## src/rtl/seq_subtractor16_pkg.sv

```systemverilog
// Shared types and constants for the sequential slice-serial subtractor.
package seq_subtractor16_pkg;

  // Width of one borrow-lookahead slice; operands are consumed this many bits per cycle.
  localparam int unsigned SLICE_W = 4;

  typedef enum logic [0:0] {
    IDLE = 1'b0,
    RUN  = 1'b1
  } state_t;

endpackage

```

## src/rtl/borrow_lookahead4.sv

```systemverilog
// 4-bit combinational subtractor slice with borrow-lookahead.
module borrow_lookahead4 (
  input  logic [3:0] a,
  input  logic [3:0] b,
  input  logic       bin,
  output logic [3:0] d,
  output logic       bout
);

  logic [3:0] g;
  logic [3:0] p;
  logic [3:0] brw;

  // Generate/propagate terms and fully expanded borrows into each bit position.
  always_comb begin
    g      = ~a & b;
    p      = ~a | b;
    brw[0] = bin;
    brw[1] = g[0] | (p[0] & bin);
    brw[2] = g[1] | (p[1] & g[0]) | (p[1] & p[0] & bin);
    brw[3] = g[2] | (p[2] & g[1]) | (p[2] & p[1] & g[0]) | (p[2] & p[1] & p[0] & bin);
    bout   = g[3] | (p[3] & g[2]) | (p[3] & p[2] & g[1]) | (p[3] & p[2] & p[1] & g[0])
           | (p[3] & p[2] & p[1] & p[0] & bin);
    d      = a ^ b ^ brw;
  end

endmodule

```

## src/rtl/seq_subtractor16.sv

```systemverilog
// Slice-serial subtractor: computes A - B - BIN four bits per cycle through one shared
// borrow-lookahead slice, publishing D/BOUT/OVF/ZERO together with a one-cycle DONE.
module seq_subtractor16
  import seq_subtractor16_pkg::*;
#(
  parameter int unsigned WIDTH = 16
) (
  input  logic             CLK,
  input  logic             RST,
  input  logic             START,
  input  logic [WIDTH-1:0] A,
  input  logic [WIDTH-1:0] B,
  input  logic             BIN,
  output logic             READY,
  output logic [WIDTH-1:0] D,
  output logic             BOUT,
  output logic             OVF,
  output logic             ZERO,
  output logic             DONE
);

  localparam int unsigned SLICES = WIDTH / SLICE_W;
  localparam int unsigned IDX_W  = (SLICES > 1) ? $clog2(SLICES) : 1;
  localparam logic [IDX_W-1:0] LAST_IDX = IDX_W'(SLICES - 1);
  localparam logic [WIDTH-1:0] SLICE_MASK = WIDTH'({SLICE_W{1'b1}});

  state_t state;
  state_t state_next;

  logic             accept;
  logic             last;
  logic [WIDTH-1:0] a_w;
  logic [WIDTH-1:0] b_w;
  logic [WIDTH-1:0] d_w;
  logic             borrow_w;
  logic [IDX_W-1:0] idx;

  logic [WIDTH-1:0]   a_sh;
  logic [WIDTH-1:0]   b_sh;
  logic [SLICE_W-1:0] slice_d;
  logic               slice_bout;
  logic [WIDTH-1:0]   d_next;

  // State register.
  always_ff @(posedge CLK or posedge RST) begin
    if (RST) begin
      state <= IDLE;
    end else begin
      state <= state_next;
    end
  end

  // Next-state logic: one RUN cycle per slice, leave after the last slice.
  always_comb begin
    state_next = state;
    unique case (state)
      IDLE:    if (START) state_next = RUN;
      RUN:     if (last) state_next = IDLE;
      default: state_next = IDLE;
    endcase
  end

  // FSM outputs.
  always_comb begin
    READY  = (state == IDLE);
    accept = START && (state == IDLE);
    last   = (idx == LAST_IDX);
  end

  // Select the current slice of the working operands.
  always_comb begin
    a_sh = a_w >> (SLICE_W * idx);
    b_sh = b_w >> (SLICE_W * idx);
  end

  borrow_lookahead4 u_bla (
    .a    (a_sh[SLICE_W-1:0]),
    .b    (b_sh[SLICE_W-1:0]),
    .bin  (borrow_w),
    .d    (slice_d),
    .bout (slice_bout)
  );

  // Merge the freshly computed slice into the partial difference.
  always_comb begin
    d_next = (d_w & ~(SLICE_MASK << (SLICE_W * idx)))
           | (WIDTH'(slice_d) << (SLICE_W * idx));
  end

  // Datapath: capture at accept, one slice per RUN cycle, publish results on the last slice.
  always_ff @(posedge CLK or posedge RST) begin
    if (RST) begin
      a_w      <= '0;
      b_w      <= '0;
      d_w      <= '0;
      borrow_w <= 1'b0;
      idx      <= '0;
      D        <= '0;
      BOUT     <= 1'b0;
      OVF      <= 1'b0;
      ZERO     <= 1'b0;
      DONE     <= 1'b0;
    end else begin
      DONE <= 1'b0;
      if (accept) begin
        a_w      <= A;
        b_w      <= B;
        borrow_w <= BIN;
        d_w      <= '0;
        idx      <= '0;
      end else if (state == RUN) begin
        d_w      <= d_next;
        borrow_w <= slice_bout;
        idx      <= idx + IDX_W'(1);
        if (last) begin
          D    <= d_next;
          BOUT <= slice_bout;
          OVF  <= (a_w[WIDTH-1] != b_w[WIDTH-1]) && (d_next[WIDTH-1] != a_w[WIDTH-1]);
          ZERO <= (d_next == '0);
          DONE <= 1'b1;
        end
      end
    end
  end

endmodule

```

## config.mk

```make
export PLATFORM = sky130hd
export DESIGN_NAME = seq_subtractor16
export DESIGN_NICKNAME = d
export VERILOG_FILES = /design/src/rtl/seq_subtractor16_pkg.sv /design/src/rtl/borrow_lookahead4.sv /design/src/rtl/seq_subtractor16.sv
export SDC_FILE = /design/constraint.sdc
export NUM_CORES = 1
export LEC_CHECK = 0
export CAP_MARGIN = 0
export CORE_MARGIN = 5
export CORE_UTILIZATION = 53
export DETAILED_ROUTE_END_ITERATION = 12
export PLACE_DENSITY = 0.8
export SLEW_MARGIN = 10
export SYNTH_ARGS = -nofsm -noshare
export SYNTH_HDL_FRONTEND = slang
export SYNTH_SLANG_ARGS = --single-unit
```

## constraint.sdc

```tcl
create_clock -name CLK -period 3.1 [get_ports CLK]
set_input_delay 0.31 -clock CLK [delete_from_list [all_inputs] [get_ports CLK]]
set_output_delay 0.31 -clock CLK [all_outputs]
set_load 0.005 [all_outputs]
```

**Word-level counts from Yosys, hierarchy flattened**

Cells that the tools add are included.

- Output and inout bits: 21
- Word-level logic and storage cells: 72
- Register bits after elaboration: 72

- Eq/ne operators: 3
- Mux-type cells: 12
- Shifts and indexed selects: 4
- Reductions and logical operators: 5
- Add/subtract/negate cells: 1
- Bitwise operators: 36

Operator list:

| kind | number |
|---|---|
| 2-to-1 mux 16 bit | 2 |
| >> shifter 16 x 4 -> 4 bit | 2 |
| bitwise AND 1 bit | 16 |
| bitwise AND 16 bit | 1 |
| zero test 16 bit | 1 |
| inverter 16 bit | 1 |
| OR 16 bit | 1 |
| left shift 4 x 4 -> 16 bit | 1 |
| left shift 4 x 4 -> 16 bit (first input constant) | 1 |
| OR 1 bit | 10 |
| bitwise XOR 4 bit | 2 |
| 2-to-1 mux 1 bit | 7 |
| bitwise AND 4 bit | 1 |
| 2-to-1 mux 2 bit | 2 |
| inverter 4 bit | 1 |
| OR 4 bit | 1 |
| AND reduction 3 bit | 1 |
| adder 2 x 1 -> 2 bit (second input constant) | 1 |
| equality test 2 bit (second input constant) | 1 |
| logical AND 1 bit | 2 |
| inequality test 1 bit | 2 |
| inverter 1 bit | 2 |
| case mux 1 bit (2 select lines) | 1 |
| nonzero test 2 bit | 1 |

**Longest topological paths before layout**

- Word-level depth: 12
- Depth in mapped cells: 11
- Gate-level depth less buffers: 8

**Cells and area by module**

Synthesis repeated with hierarchy kept, for this count alone.

- Cell total of the unflattened synthesis: 284
- Area total of the unflattened synthesis: 3475.8 sq um

Modules (own cells, without submodules):

| module | cells an instance | area each (sq um) | sequential area each (sq um) | instances |
|---|---|---|---|---|
| seq_subtractor16 | 250 | 3205.6 | 1751.7 | 1 |
| borrow_lookahead4 | 34 | 270.3 | 0.0 | 1 |

**Worst setup path before layout**

No wires, ideal clock.

- Path type: flip-flop to flip-flop
- Start: reg idx[0]
- End: reg OVF
- Setup slack: 597 ps
- Arrival: 2430 ps
- Required time: 3027 ps
- Period minus slack after synthesis: 2503 ps
- Cell stages (with the launch flop): 11
- Cells stage by stage: dfrtp_1 -> buf_6 -> buf_2 -> mux4_2 -> inv_1 -> ha_1 -> or2_2 -> o2111ai_2 -> buf_6 -> a41oi_2 -> a2bb2oi_2

- Word-level cells in the longest chain between the ends: 12
- Elaborated cells between the ends (all ways): 24
- Those cells by class: eq/ne (2); shift (4); bitwise (16); reduce/logical (2)

Ends and longest elaborated chain:

| item | line | text |
|---|---|---|
| start, declared | seq_subtractor16.sv:36 | `logic [IDX_W-1:0] idx;` |
| start signal, assigned | seq_subtractor16.sv:114 | `idx <= idx + IDX_W'(1);` |
| >> shifter 16 x 4 -> 4 bit | seq_subtractor16.sv:72 | `a_sh = a_w >> (SLICE_W * idx);` |
| inverter 4 bit | borrow_lookahead4.sv:16, borrow_lookahead4.sv:17 |  |
| OR 4 bit / bitwise AND 4 bit (equally long branches) | borrow_lookahead4.sv:17, borrow_lookahead4.sv:16 |  |
| bitwise AND 1 bit | borrow_lookahead4.sv:21 | `brw[3] = g[2] \| (p[2] & g[1]) \| (p[2] & p[1] & g[0]) \| (p[2] & p[1] & p[0] & bin);` |
| OR 1 bit / bitwise AND 1 bit (equally long branches) (2 in a row) | borrow_lookahead4.sv:21 |  |
| OR 1 bit | borrow_lookahead4.sv:21 |  |
| bitwise XOR 4 bit | borrow_lookahead4.sv:24 | `d = a ^ b ^ brw;` |
| left shift 4 x 4 -> 16 bit | seq_subtractor16.sv:87 | `\| (WIDTH'(slice_d) << (SLICE_W * idx));` |
| OR 16 bit | seq_subtractor16.sv:87 |  |
| inequality test 1 bit | seq_subtractor16.sv:118 | `OVF <= (a_w[WIDTH-1] != b_w[WIDTH-1]) && (d_next[WIDTH-1] != a_w[WIDTH-1]);` |
| logical AND 1 bit | seq_subtractor16.sv:118 |  |
| end signal, assigned | seq_subtractor16.sv:118 |  |
| end, declared | seq_subtractor16.sv:17 | `output logic OVF,` |

Parallel ways exist; a longest one is shown, timed or not.
A chain may end at the register's enable or synchronous reset.

**Worst setup path after layout**

- Start: reg idx[0]
- End: reg ZERO

- Word-level cells in the longest chain between the ends: 11
- Elaborated cells between the ends (all ways): 30
- Those cells by class: eq/ne (1); shift (4); bitwise (23); reduce/logical (2)

Ends and longest elaborated chain:

| item | line | text |
|---|---|---|
| >> shifter 16 x 4 -> 4 bit | seq_subtractor16.sv:72 |  |
| inverter 4 bit | borrow_lookahead4.sv:16, borrow_lookahead4.sv:17 |  |
| OR 4 bit / bitwise AND 4 bit (equally long branches) | borrow_lookahead4.sv:17, borrow_lookahead4.sv:16 |  |
| bitwise AND 1 bit | borrow_lookahead4.sv:21 |  |
| OR 1 bit / bitwise AND 1 bit (equally long branches) (2 in a row) | borrow_lookahead4.sv:21 |  |
| OR 1 bit | borrow_lookahead4.sv:21 |  |
| bitwise XOR 4 bit | borrow_lookahead4.sv:24 |  |
| left shift 4 x 4 -> 16 bit | seq_subtractor16.sv:87 |  |
| OR 16 bit | seq_subtractor16.sv:87 |  |
| zero test 16 bit | seq_subtractor16.sv:119 | `ZERO <= (d_next == '0);` |
| end signal, assigned | seq_subtractor16.sv:119 |  |
| end, declared | seq_subtractor16.sv:18 | `output logic ZERO,` |

Parallel ways exist; a longest one is shown, timed or not.

==> out/metrics.yaml <==
top_layer_used: "met4"
power_density_mw_per_mm2: 1281
drive_above_1_share_pct: 24.05
synth_ff_type: "dfrtp_1"
async_flop_share_pct: 100.0
netlist_instances: 274
drc: 0
die_w_um: 89.53
start_util_pct: 53.71
synth_nets: 323
vias: 2281
worstSetupEndpointType: "register"
relSlewSlack_pct: 53.19
layout.nets: 385
drt-met1-wl_um: 3031
n_antenna_cell: 0
clk_pin_slew_worst_paths_ns: 0.08
root_buffer: "clkbuf_8"
critPathLaunch: "idx[0]"
dr_wl_met3_um: 327
port_buffers: 56
holdBufCountCts: 0
postCtsSetupBuffers: 0
postPlaceCellArea_mm2: 0.004008
crit-reg2reg-launch: "idx[0]"
synthTopCellsByArea: "dfrtp_1 (51%), mux2_2 (11%), mux4_2 (5.4%), ha_1 (4.5%), nand2_1 (3.0%)"
wire_per_inst_um: 16.42
route.met2.wl_um: 3389
r2r_cells: 8
place_inst: 402
coreArea_mm2: 0.006241
yosysUniqueCellTypes: 46
syn2layout_area_growth_pct: 26.05
cts_tree: "yes"
p_total_mw: 5.411
synth_top_area_share_pct: 50.77
antenna_found_initial: 0
grt_overflow: 0
vias_per_cell: 5.457
place_congestion: 0.8495
ys_seq_area_share_pct: 50.77
tns_ns: 0
fin_ws_ns: 0.4119
stdcell_area_mm2: 0.004225
io_pins: 57
arrival_ns: 2.93
dp_slack_ns: 0.4608
path_class: "register to register"
ant_nets: 0
yosysWarnings: 0
leakage_nw: 1.828
rows: 29
synth_area_mm2: 0.003352
yosysTopAreaCell: "dfrtp_1"
clock-sinks: 68
worst_pin_slew_ns: 0.7011
setup.worst_path.start_class: "register"
path_max_fanout: 11
ir_worst_vdd_mv: 0.7157
htreeDepth: 3
drv_cap: 0
drtIter0Drc: 104
fin_crit_ns: 2.688
grt_first_pass_wirelength_um: 11660
grt_max_degree: 36
synth_edf_count: 0
utilization_pct: 67.70
hold_slack_ns: 0.3994
cts_buffers: 9
fin_cells: 418
routed_wl_um: 6865
setup_viol: 0
die_h_um: 89.53
rrSetupSlack_ns: 0.41
rsz0062_at_grt: "false"
grt_pass1_vias: 2407
die_area_mm2: 0.008015
cts_buffer_depth: 2
slew_viol_final: 0
drt-pass1-iter-count: 4
r2r-end: "ZERO"
clk_latency_ns: 0.34
ctsResizeCount: 0
critPathCapture: "ZERO"
hold_viol_final: 0
fmax_mhz: 372.0
worst_hold_path_type: "input pin to async pin"
status: "completed"
fin_crit_sh_pct: 86.71
syn_avg_cell_area_um2: 12.23
synth-seq-cells: 68
required_ns: 3.34
finClkSkew_ns: 0.01142
hpwl_um: 5127
grtUsageTotal_pct: 19.50
layout make-up:
| type | instances | area, um^2 |
|---|---|---|
| clock buffer | 12 | 145.1 |
| clock inverter | 4 | 72.57 |
| fill | 483 | 2016 |
| inverter | 19 | 71.32 |
| multi-input combinational | 171 | 1483 |
| sequential | 68 | 1702 |
| tap | 77 | 96.34 |
| timing repair buffer | 67 | 655.6 |
flip-flops by register name, indices dropped and copies added, names as in the netlist:
signal    flops
OVF           1
b_w          16
state         1
ZERO          1
a_w          16
d_w          12
BOUT          1
DONE          1
D            16
idx           2
borrow_w      1
power by group:
part | internal (mW) | total (mW) | switching, mW
Sequential | 1.29 | 1.52 | 0.230
Combinational | 1.49 | 3.09 | 1.60
Clock | 0.474 | 0.797 | 0.323
cells in the mapped netlist, types with 2 or more instances:
cell       n
mux4_2     8
o31ai_1    3
a22oi_1    3
nand3_1    2
inv_1     17
nor3_1     2
a21oi_1   10
buf_4      3
buf_6      3
nor2b_1   11
nand2b_1   3
o21bai_1   2
clkbuf_1   6
dfrtp_1   68
nand3b_1   2
mux2_2    33
o211ai_1   2
o21ai_0   13
nand2_1   27
a32o_1     9
buf_2      4
ha_1      12
nor2_1     6
o21ai_1    3
routing by layer:
metal | up-vias | global-route usage [%]
met5 | - | 0
met4 | 0 | 7.848
met3 | 12 | 5.346
met2 | 51 | 32.08
met1 | 1126 | 24.37
li1 | 1092 | -
cells by family (layout without fill, tap and decap cells):
kind of cell,count (synthesis),in the layout,synth area share (%)
DFF,68,68,50.77
and+or+nand+nor,57,57,8.474
adders and majority gates,13,13,5.076
muxes,41,41,16.46
buffers and inverters,35,102,5.076
xor gates and xnor gates,2,2,0.7467
AOI/OAI and AO/OA,58,58,13.40
worst min path at each step:
| stage | endpoint | cells after the start | slack (ns) |
|---|---|---|---|
| after floorplan | a_w[15] | 2 | 0.43 |
| after global placement | D[6] | 2 | 0.46 |
| after detailed placement | BOUT | 2 | 0.47 |
| after CTS | borrow_w | 2 | 0.41 |
| after global routing | borrow_w | 2 | 0.47 |
| final | borrow_w | 2 | 0.40 |
cells in the final DEF (no fill, tap or decap), types with 12 or more instances in the layout:
cell type	n
dfrtp_1	68
clkdlybuf4s50_1	56
mux2_2	33
nand2_1	27
inv_1	16
o21ai_0	13
ha_1	12
worst max-delay path: stages, from the launching register on:
cell and delay, ns:
dfrtp_1 0.35, buf_4 0.21, mux4_2 0.57, fa_1 0.56
inv_1 0.13, o2bb2ai_2 0.16, a21oi_1 0.16, o211ai_1 0.14
o41ai_2 0.31
No activity file was read; power rests on OpenSTA's default activity.
